===== src/rtl/useq_pkg.sv =====
// Shared definitions for the microcoded sequencer: opcode encoding and
// width helpers used to size the config port and ROM words.
package useq_pkg;

    localparam int OP_W = 3;

    typedef enum logic [OP_W-1:0] {
        OP_INC  = 3'd0,
        OP_DISP = 3'd1,
        OP_JUMP = 3'd2,
        OP_HOLD = 3'd3,
        OP_ZERO = 3'd4
    } op_e;

    function automatic int dsel_w(input int ndisp);
        return (ndisp > 1) ? $clog2(ndisp) : 1;
    endfunction

    function automatic int cfg_aw(input int state_w, input int dsel, input int cond_w);
        return (state_w > dsel + cond_w) ? state_w : dsel + cond_w;
    endfunction

    // Microcode word is {op, arg}
    function automatic int word_w(input int state_w);
        return OP_W + state_w;
    endfunction

endpackage


===== src/rtl/useq_rom.sv =====
// Run-time writable table: one synchronous write port, one asynchronous read port.
// Contents are deliberately not reset so programming survives rst_n.
module useq_rom #(
    parameter int DEPTH = 16,
    parameter int AW    = 4,
    parameter int DW    = 8
) (
    input  logic          clk,
    input  logic          we,
    input  logic [AW-1:0] waddr,
    input  logic [DW-1:0] wdata,
    input  logic [AW-1:0] raddr,
    output logic [DW-1:0] rdata
);

    logic [DW-1:0] mem_q [DEPTH];

    always_ff @(posedge clk) begin
        if (we) mem_q[waddr] <= wdata;
    end

    assign rdata = (int'(raddr) < DEPTH) ? mem_q[raddr] : '0;

endmodule


===== src/rtl/useq_fsm.sv =====
// Microcoded state sequencer: the microcode word for the current state picks the
// successor (increment, dispatch on y, jump, hold, zero); bad targets fall back to 0.
module useq_fsm
    import useq_pkg::*;
#(
    parameter int STATE_W  = 4,
    parameter int NSTATES  = 13,
    parameter int COND_W   = 2,
    parameter int NDISP    = 2,
    localparam int DSEL_W  = dsel_w(NDISP),
    localparam int CFG_AW  = cfg_aw(STATE_W, DSEL_W, COND_W),
    localparam int WORD_W  = word_w(STATE_W)
) (
    input  logic               clk,
    input  logic               rst_n,
    input  logic               en,
    input  logic [COND_W-1:0]  y,
    input  logic               cfg_we,
    input  logic               cfg_sel,
    input  logic [CFG_AW-1:0]  cfg_addr,
    input  logic [WORD_W-1:0]  cfg_data,
    output logic [STATE_W-1:0] state,
    output logic [STATE_W-1:0] next_state,
    output logic               err
);

    localparam int DROM_AW = DSEL_W + COND_W;
    localparam int DROM_D  = NDISP << COND_W;

    logic [STATE_W-1:0] state_q, state_d;
    logic               err_q, err_d;
    logic [WORD_W-1:0]  mword;
    logic [STATE_W-1:0] dtgt, arg, tgt;
    logic [DROM_AW-1:0] draddr;
    logic               mrom_we, drom_we, illegal;
    op_e                op;

    // Out-of-range config addresses are dropped rather than aliased into the tables
    assign mrom_we = cfg_we && !cfg_sel && (int'(cfg_addr) < NSTATES);
    assign drom_we = cfg_we &&  cfg_sel && (int'(cfg_addr) < DROM_D);

    useq_rom #(.DEPTH(NSTATES), .AW(STATE_W), .DW(WORD_W)) u_mrom (
        .clk   (clk),
        .we    (mrom_we),
        .waddr (cfg_addr[STATE_W-1:0]),
        .wdata (cfg_data),
        .raddr (state_q),
        .rdata (mword)
    );

    useq_rom #(.DEPTH(DROM_D), .AW(DROM_AW), .DW(STATE_W)) u_drom (
        .clk   (clk),
        .we    (drom_we),
        .waddr (cfg_addr[DROM_AW-1:0]),
        .wdata (cfg_data[STATE_W-1:0]),
        .raddr (draddr),
        .rdata (dtgt)
    );

    assign op     = op_e'(mword[WORD_W-1 -: OP_W]);
    assign arg    = mword[STATE_W-1:0];
    assign draddr = {arg[DSEL_W-1:0], y};

    always_comb begin
        tgt     = '0;
        illegal = 1'b0;
        case (op)
            OP_INC:  tgt = (int'(state_q) == NSTATES - 1) ? '0 : state_q + 1'b1;
            OP_DISP: begin
                tgt     = dtgt;
                illegal = (int'(arg) >= NDISP);
            end
            OP_JUMP: tgt = arg;
            OP_HOLD: tgt = state_q;
            OP_ZERO: tgt = '0;
            default: illegal = 1'b1;
        endcase
        if (int'(tgt) >= NSTATES) illegal = 1'b1;
        state_d = illegal ? '0 : tgt;
        // Error only reported when the bad transition is actually taken
        err_d   = en & illegal;
    end

    always_ff @(posedge clk or negedge rst_n) begin
        if (!rst_n) begin
            state_q <= '0;
            err_q   <= 1'b0;
        end else begin
            if (en) state_q <= state_d;
            err_q <= err_d;
        end
    end

    assign state      = state_q;
    assign next_state = state_d;
    assign err        = err_q;

endmodule


===== config.mk =====
export PLATFORM = sky130hd
export DESIGN_NAME = useq_fsm
export DESIGN_NICKNAME = d
export VERILOG_FILES = /design/src/rtl/useq_pkg.sv /design/src/rtl/useq_rom.sv /design/src/rtl/useq_fsm.sv
export SDC_FILE = /design/constraint.sdc
export NUM_CORES = 1
export LEC_CHECK = 0
export ABC_CLOCK_PERIOD_IN_PS = 5500
export CAP_MARGIN = 10
export CORE_MARGIN = 4
export CORE_UTILIZATION = 30
export DETAILED_ROUTE_END_ITERATION = 7
export GPL_TIMING_DRIVEN = 0
export SLEW_MARGIN = 10
export SYNTH_ARGS = -nofsm -noshare
export SYNTH_HDL_FRONTEND = slang
export SYNTH_HIERARCHICAL = 1
export SYNTH_SLANG_ARGS = --single-unit

===== constraint.sdc =====
create_clock -name clk -period 5.5 [get_ports clk]
set_clock_uncertainty 0.15 [all_clocks]
set_input_delay 1.1 -clock clk [delete_from_list [all_inputs] [get_ports clk]]
set_output_delay 1.1 -clock clk [all_outputs]
set_load 0.02 [all_outputs]

; ---- Yosys cells after proc, flatten, opt, wreduce, memory -nomap -nowiden
; Memory sizes are Yosys's and may differ from the RTL's.
; Index checks and enable logic that the tools add are counted.
[op_classes]
n_lt_le_gt_ge = 5
eq_ne = 5
n_addsub = 1
n_mux = 10
n_reduce_logical = 7
bitwise = 1
[op_table]
columns = cell, count
row1 = one-hot mux 4 bit (4 select lines), 1
row2 = less-than comparator 4 bit (second input constant), 3
row3 = two-way mux 4 bit, 2
row4 = two-way mux 7 bit, 1
row5 = == test 3 x 2 -> 1 bit (second input constant), 2
row6 = two-way mux 1 bit, 5
row7 = adder 4 x 1 -> 4 bit (second input constant), 1
row8 = == test 4 x 3 -> 1 bit (second input constant), 1
row9 = greater-or-equal comparator 4 x 2 -> 1 bit (second input constant), 1
row10 = greater-or-equal comparator 4 bit (second input constant), 1
row11 = logical AND 1 bit, 4
row12 = OR reduction 4 bit, 1
row13 = == test 3 x 1 -> 1 bit (second input constant), 1
row14 = == test 3 bit (second input constant), 1
row15 = zero test 3 bit, 1
row16 = one-hot mux 1 bit (2 select lines), 1
row17 = bitwise AND 1 bit, 1
row18 = zero test 1 bit, 1
[word_totals]
inputBits = 18
mem_count = 2
mem_bits_rw = 123
ff_bits = 5
[memory_table]
columns = memory, depth, width, read_ports, rd_ports_with_merged_regs, write_ports, line_no
row1 = u_mrom.mem_q, 13, 7, 1, 0, 1, useq_rom.sv:16  ; logic [DW-1:0] mem_q [DEPTH];
row2 = u_drom.mem_q, 8, 4, 1, 0, 1, useq_rom.sv:16

; ---- Logic depth before layout (Yosys ltp)
; Gate-level depths: netlist of the first run.
[logic_depth]
depth_word = 7
ltp_mapped = 14

; ---- By module
; Netlist of the first run, hierarchy kept.
[modules_own_cells]
columns = module, area_each_um2, cells_per_inst, n_inst, seq_area_each_um2
row1 = useq_rom (u_mrom), 3648.5, 185, 1, 2732.6
row2 = useq_rom (u_drom), 1290.0, 59, 1, 960.9
row3 = useq_fsm, 584.3, 59, 1, 125.1

; ---- Least setup slack after synthesis of the first run
; Ideal clock, no wire load.
[synth_timing]
kind = register -> output
start = register state_q[0], in the netlist state[0]
end = output next_state[1]
required_time_ns = 4.250
arrival_ns = 3.482
path_stages_with_launch = 12
slack_ns = 0.768
path_buffers = 3
cell_sequence = dfrtp_1 buf_6 buf_12 mux4_1 a221o_1 clkbuf_1 mux4_1 mux2_2 mux2_2 a22oi_2 o22ai_2 a2111oi_4
[synth_between]
elab_chain_cells = 7
[synth_lines]
columns = item, line_no
row1 = from (decl), useq_fsm.sv:30  ; logic [STATE_W-1:0] state_q, state_d;
row2 = from (signal assigned), useq_fsm.sv:89  ; if (en) state_q <= state_d;
row3 = memory read (13 x 7 bit) / less-than comparator 4 bit (equally long branches), --
row4 = two-way mux 7 bit (*), useq_rom.sv:22  ; assign rdata = (int'(raddr) < DEPTH) ? mem_q[raddr] : '0;
row5 = net mword[0], useq_fsm.sv:32  ; logic [WORD_W-1:0] mword;
row6 = memory read (8 x 4 bit) (*), --
row7 = net dtgt[3], useq_fsm.sv:33  ; logic [STATE_W-1:0] dtgt, arg, tgt;
row8 = one-hot mux 4 bit (4 select lines) (*), useq_fsm.sv:67  ; case (op)
row9 = greater-or-equal comparator 4 bit (*), useq_fsm.sv:78  ; if (int'(tgt) >= NSTATES) illegal = 1'b1;
row10 = two-way mux 1 bit (*), useq_fsm.sv:78
row11 = two-way mux 4 bit (*), useq_fsm.sv:79  ; state_d = illegal ? '0 : tgt;
row12 = to (decl), useq_fsm.sv:23  ; output logic [STATE_W-1:0] next_state,
; The timed path passes the listed nets; every way through them passes the cells marked *.

; ---- Worst setup path after layout of the first run
[layout_timing]
start = register state_q[0], in the netlist state[0]
end = output next_state[0]
; The elaborated chain is that of the path after synthesis.

==> metrics, run 1 <==
grt ovf 0; Vias/cell 5.03; 1st-pass router iterations 4; Layout fillers 1,664; CP endpoint kind output pin; die width 144 um; WL final 11,600 um; pwr dens 511 nW/um^2; LEAKAGE 2.13 nW; post-route setup slack 0.185 ns; Starting DRT DRC Count 292; Final setup viols 0; Mean Syn Cell Area 18.2 sq um; Worst Hold Class reg2reg; CP required 4.25 ns; total die area 20,600 sq um; sequential area share after synthesis 69.1%; Clk pin slew, worst setup/hold paths 0.05 ns; final setup TNS 0 ns; detailed-route via count 2,957; synthesized netlist net count 323; vias in the first global route 3,033; worst setup path class reg2out; most used cell, CP mux2_2; diodes inserted 0; Pwr Total 0.00341 W; top_reg_cell synth edfxtp_1; number of CTS-inserted buffers 17; period utilization 96.6%; DR WL/cell 19.7 um; Worst VDD drop 0.000325 V; synthesized area 5520 sq um; Initial Utilization 30.6%; CP max FO 10; first-pass GRT wire length 17,900 um; RSZ-0062 raised after global routing no; Post-synth EDFFs 123; overall routing resource usage 11.9%; fin cells 588; Final ANT Viol Nets 0; FMAX 0.188 GHz; largest net degree at the start of global routing 22; layout cell share with drive strength beyond 1 20.6%; I/O Pins 27; max incr delay on CP 0.50 ns; status complete, no violations; number of synthesized register bits 128; Least-Margin Pin Slew 0.919 ns; clk sink count 128; Slew Viols, Final 0; Mapped Cells 303; utilization after layout 37.1%; Syn-to-layout area delta 20.9%; dpl hpwl 7890 um; Slew Limit Headroom 38.5%; gpl congestion 0.781; Crit path arrival time 4.07 ns; max-cap check violation count 0; dpl ws -0.362 ns; CP Cell Sequence buf_6 -> buf_12 -> mux4_2 -> a221o_1 -> buf_2 -> mux4_1 -> mux2_2 -> mux2_2 -> a22oi_2 -> o22ai_2 -> a211oi_2 -> clkdlybuf4s15_2; Core ar. 18,000 sq um; row count 49; Fin. Hold Viols 0; post-route minimum period 5.32 ns; CTS tree yes; cell count after placement 557; Worst-Skew Late Latency 0.41 ns; DR DRC count 0; root buf cell clkbuf_16; CTS max path bufs 2; Port Buffer Count 25; Synth async-reset ratio 3.91%; antenna violations before repair 0; Netlist cell types 49; Post-CTS Hold Fix Bufs 0; CP startpoint kind flip-flop; CP max-delay cell mux4_2; CTS H-Tree Depth 4; die height 144 um; synth warn 6; layout net count 369
power by group:
part           switching (W)  internal (W)  total [W]
clock network       0.000367      0.000738    0.00110
logic               0.000645      0.000531    0.00118
registers          0.0000320       0.00110    0.00113
state kept, by name, indices dropped and copies added (netlist names):
signal and cells:
u_mrom/mem_q 91, u_drom/mem_q 32, err 1, state 4
cell usage after synthesis (3+ instances only):
master    count  area, sq um
nand3_1       7         35.0
o22a_1        3         26.3
a221o_1       4         40.0
nor3_1        9         45.0
nor2b_1       4         25.0
mux2i_1      10          100
dfrtp_1       5          125
nand2_1       7         26.3
mux2_2       10          113
nand3b_1      9         67.6
inv_1         4         15.0
mux4_1       17          447
o211ai_1      3         22.5
edfxtp_1    123         3690
mux4_2        7          158
o21a_1        4         30.0
nor2_1       21         78.8
buf_6         3         33.8
o22ai_1       5         31.3
nand2b_1      6         37.5
clkbuf_1      5         18.8
buf_4         3         22.5
path summary, 6_finish.rpt:
kind | endpoint | slack [ns] | depth (start not counted) | from
setup / recovery | next_state[0] | 0.18 | 12 | state[0]
hold / removal | state[3] | 0.48 | 1 | state[3]
setup reg to reg | state[1] | 1.65 | 12 | state[0]
hold reg to reg | state[3] | 0.48 | 1 | state[3]
max in group asynchronous | state[2] | 4.24 | 1 | rst_n
min in group asynchronous | state[1] | 0.76 | 1 | rst_n
metrics by stage:
stage | hold WS, ns | cell area (sq um)
floorplan | 0.579 | 5520
global placement | 0.513 | 6060
detailed placement | 0.546 | 6070
CTS | 0.483 | 6660
global route | 0.492 | 6680
finish | 0.477 | 6680
cell usage in the layout, fill, tap and decap left out, drive strengths merged, types with 5 or more instances in the layout:
master,instances
nand3b,9
mux4,24
nor3,9
nand3,7
nand2,7
edfxtp,123
nand2b,6
mux2,12
o22ai,6
dfrtp,5
mux2i,10
clkdlybuf4s50,21
nor2,21
clkinv,7
buf,13
clkbuf,23
routing by layer:
layer / up-vias / track usage [%] / share of wire (%)
met5: - / 0 / 0
li1: 1342 / - / -
met3: 16 / 3.03 / 4.2
met2: 78 / 18.7 / 47
met1: 1521 / 16.0 / 47
met4: 0 / 4.81 / 2.0
area by class of cell:
| cell class | instances | area [sq um] | share of cell area [%] |
|---|---|---|---|
| plain buffers | 13 | 106 | 1.59 |
| clock buffers | 18 | 429 | 6.43 |
| clock inverters | 11 | 148 | 2.21 |
| inverters | 4 | 15.0 | 0.225 |
| multi-input cells | 157 | 1610 | 24.1 |
| flip-flops and latches | 128 | 3820 | 57.2 |
| well taps | 229 | 287 | 4.29 |
| repair buffers | 28 | 265 | 3.97 |
critical path, delay by kind of cell (launching register included):
kind	cells	cell delay, ns
mux	4	1.35
buf+inv	4	0.84
flops	1	0.39
compound gates	4	1.07
cell families (layout without fill, tap and decap cells):
logic type / Yosys count / in the layout / synth area share [%]
xor gates and xnor gates: 2 / 2 / 0.317
AOI/OAI and AO/OA: 38 / 38 / 6.12
buffers and inverters: 18 / 74 / 2.17
adders and majority gates: 2 / 2 / 0.453
DFF: 128 / 128 / 69.1
and+or+nand+nor: 69 / 69 / 6.52
muxes: 46 / 46 / 15.3
what timing repair did:
action	4_1_cts	5_1_grt
buffers inserted	1	2
gates resized for setup	17	6
endpoints found under the setup margin	4	4
pin swaps	0	0
Power figures use the tool's default switching activity.
==> run 2: changes to the inputs <==
REMOVE_ABC_BUFFERS = 1   (was default)
==> run 2 against run 1 <==
  * Clock-buffer cell count grew 2
  * Critical path depth fell by 2
  * Sequential share of layout area increased by 0.64 points
  * Register-to-register slack improved by 0.03 ns
  * Sequential cell count unchanged
  * Die area did not move
  * Setup slack better by 0.023 ns
  * Clock power fell by 7%
  * Critical endpoint unchanged
  * Largest power group is now registers
  * Highest routed layer unchanged
==> metrics, run 2 (same netlist as run 1, synthesis figures left out) <==
total die area 20,600 sq um (unchanged); Final ANT Viol Nets 0 (unchanged); CP max-delay cell mux4_1; CTS H-Tree Depth 4 (unchanged); R2R depth 10 (-2); Clk pin slew, worst setup/hold paths 0.05 ns (about the same); Net Sw Power 0.00106 W (+1.5%); status complete, no violations; Worst Hold Class reg2reg; Top reg by flops u_mrom/mem_q; DR DRC count 0 (unchanged); Fin. Hold Viols 0 (unchanged); CTS max path bufs 2 (unchanged); Vias/cell 5.02 (-0.16%); Hold WS 0.474 ns (-0.00327 ns); diodes inserted 0 (unchanged); Port Buffer Count 26 (+4.0%); R2R Setup Slk 1.68 ns (+0.03 ns); root buf cell clkbuf_16; Initial Utilization 30.6% (unchanged); Starting DRT DRC Count 164 (-44%); layout net count 360 (-2.4%); post-route minimum period 5.29 ns (-0.0232 ns); worst setup path class reg2out; Post-CTS Hold Fix Bufs 0 (unchanged); CP startpoint kind flip-flop; CP max FO 23 (+13); Syn-to-layout area delta 19.7%; Slew Viols, Final 0 (unchanged); grt ovf 0 (unchanged); overall routing resource usage 11.7% (-0.19 points); Hold Path Origin state[3]; CP required 4.25 ns (about the same); vias in the first global route 3,079 (+1.5%); CP endpoint kind output pin; period utilization 96.2% (-0.42 points); post-route setup slack 0.208 ns (+0.0232 ns); gpl congestion 0.742 (-5.1%); switching share of power 32.1% (+1.5 points); largest net degree at the start of global routing 24 (+9.1%); Worst VDD drop 0.000324 V (-0.35%); row count 49 (unchanged); antenna violations before repair 0 (unchanged); I/O Pins 27 (unchanged); max incr delay on CP 0.63 ns (+0.13 ns); dpl hpwl 7340 um (-7.0%); most frequent cells in the layout 123 x edfxtp_1, 21 x nor2_1, 21 x clkdlybuf4s50_1; Worst R2R End state[1]; hold path depth 1 (unchanged); DR WL/cell 19.2 um (-2.8%); commonest non-fill, non-tap cell in the layout edfxtp_1; dpl ws -0.290 ns (+0.0719 ns); crit path from state[0]; CP Cell Sequence buf_12 -> mux4_1 -> a221o_2 -> mux4_1 -> mux2_2 -> mux2_2 -> a22oi_2 -> o22ai_2 -> a211oi_2 -> dlygate4sd2_1; Int Pwr 0.00224 W (-5.3%); end point of the worst hold path state[3]; Largest register FFs 91 (unchanged); FMAX 0.189 GHz (+0.44%); pwr dens 499 nW/um^2 (-2.2%); LEAKAGE 2.09 nW (-2.1%); CTS tree yes; Core ar. 18,000 sq um (unchanged); RR Startpoint state[0]; Worst-Skew Late Latency 0.41 ns (about the same); 1st-pass router iterations 4 (unchanged); detailed-route via count 2,922 (-1.2%); Least-Margin Pin Slew 1.19 ns (+0.272 ns); WL final 11,200 um (-3.8%); die height 144 um (unchanged); Logic pwr share 34.5% (about the same); Crit path arrival time 4.04 ns (-0.03 ns); RSZ-0062 raised after global routing no; Final setup viols 0 (unchanged); layout cell share with drive strength beyond 1 19.5% (-1.1 points); Seq pwr share 34.6% (+1.5 points); clk sink count 128 (unchanged); max-cap check violation count 0 (unchanged); Clk pwr share 30.9% (-1.5 points); number of CTS-inserted buffers 17 (unchanged); die width 144 um (unchanged); first-pass GRT wire length 17,800 um (-0.81%); Slew Limit Headroom 20.0% (-18 points)
run 2: cell types whose count changed in the layout (fill, tap and decap cells not counted), moves of 3 or more:
cell,previous run,this run
buf_6,3,0
buf_4,7,3
clkinv_1,6,0
clkinvlp_4,0,4
inv_6,0,3
bufinv_16,4,1
dlygate4sd2_1,1,4
run 2: power by group through the flow:
stage,Clock (W),Combinational (W),Sequential [W]
after floorplan,0,0.000711,0.00122
after global placement,0,0.000990,0.00125
after detailed placement,0,0.00112,0.00118
after CTS,0.00105,0.00115,0.00115
after global routing,0.00109,0.00123,0.00115
final,0.00102,0.00114,0.00114
run 2: per-layer routing:
metal  share of wire [%]  vias to the layer above  wire, um  GRT usage (%)
li1                    -                     1330         -              -
met1                  42                     1483      4660           15.2
met2                  49                       93      5470           18.7
met3                 7.6                       16       848           3.53
met4                 1.7                        0       193           4.51
met5                   0                        -         0              0
run 2: metrics by stage:
| step | setup TNS [ns] | cell area (sq um) | cells | total power (W) | util [%] |
|---|---|---|---|---|---|
| after floorplan | 0 | 5420 | 289 | 0.00193 | - |
| after global placement | -3.54 | 5960 | 544 | 0.00224 | 33.1 |
| after detailed placement | -0.597 | 6030 | 547 | 0.00230 | 33.5 |
| after CTS | 0 | 6600 | 582 | 0.00334 | 36.6 |
| after global routing | 0 | 6610 | 582 | 0.00348 | 36.7 |
| final | 0 | 6610 | 582 | 0.00330 | 36.7 |
run 2: how the worst max path moves through the flow:
| stage | endpoint | slack [ns] |
|---|---|---|
| finish | next_state[0] | 0.21 |
| global route | next_state[0] | 0.03 |
| CTS | next_state[1] | 0.03 |
| detailed placement | next_state[1] | -0.29 |
| global placement | next_state[1] | -1.02 |
| floorplan | next_state[1] | 0.29 |
run 2: area by class of cell:
cell class                      instances  area [sq um]
Multi-Input combinational cell        157          1600
Fill cell                            1683         11400
Clock buffer                           20           437
Clock inverter                         12           110
Tap cell                              229           287
Inverter                                4          15.0
Timing Repair Buffer                   32           335
Sequential cell                       128          3820
run 2: what timing repair did:
item | CTS | global route
endpoints found under the setup margin | 4 | 1
pin swaps | 1 | 0
gates resized for setup | 9 | 2
buffers inserted | 3 | 0
endpoints found under the hold margin | 0 | 0
run 2: worst max-delay path: cells and delay by family, from the launching register on:
kind                   cells  cell delay, ns
AO/OA/AOI/OAI              4            1.14
buffers and inverters      2            0.56
flip-flops                 1            0.43
multiplexers               4            1.48
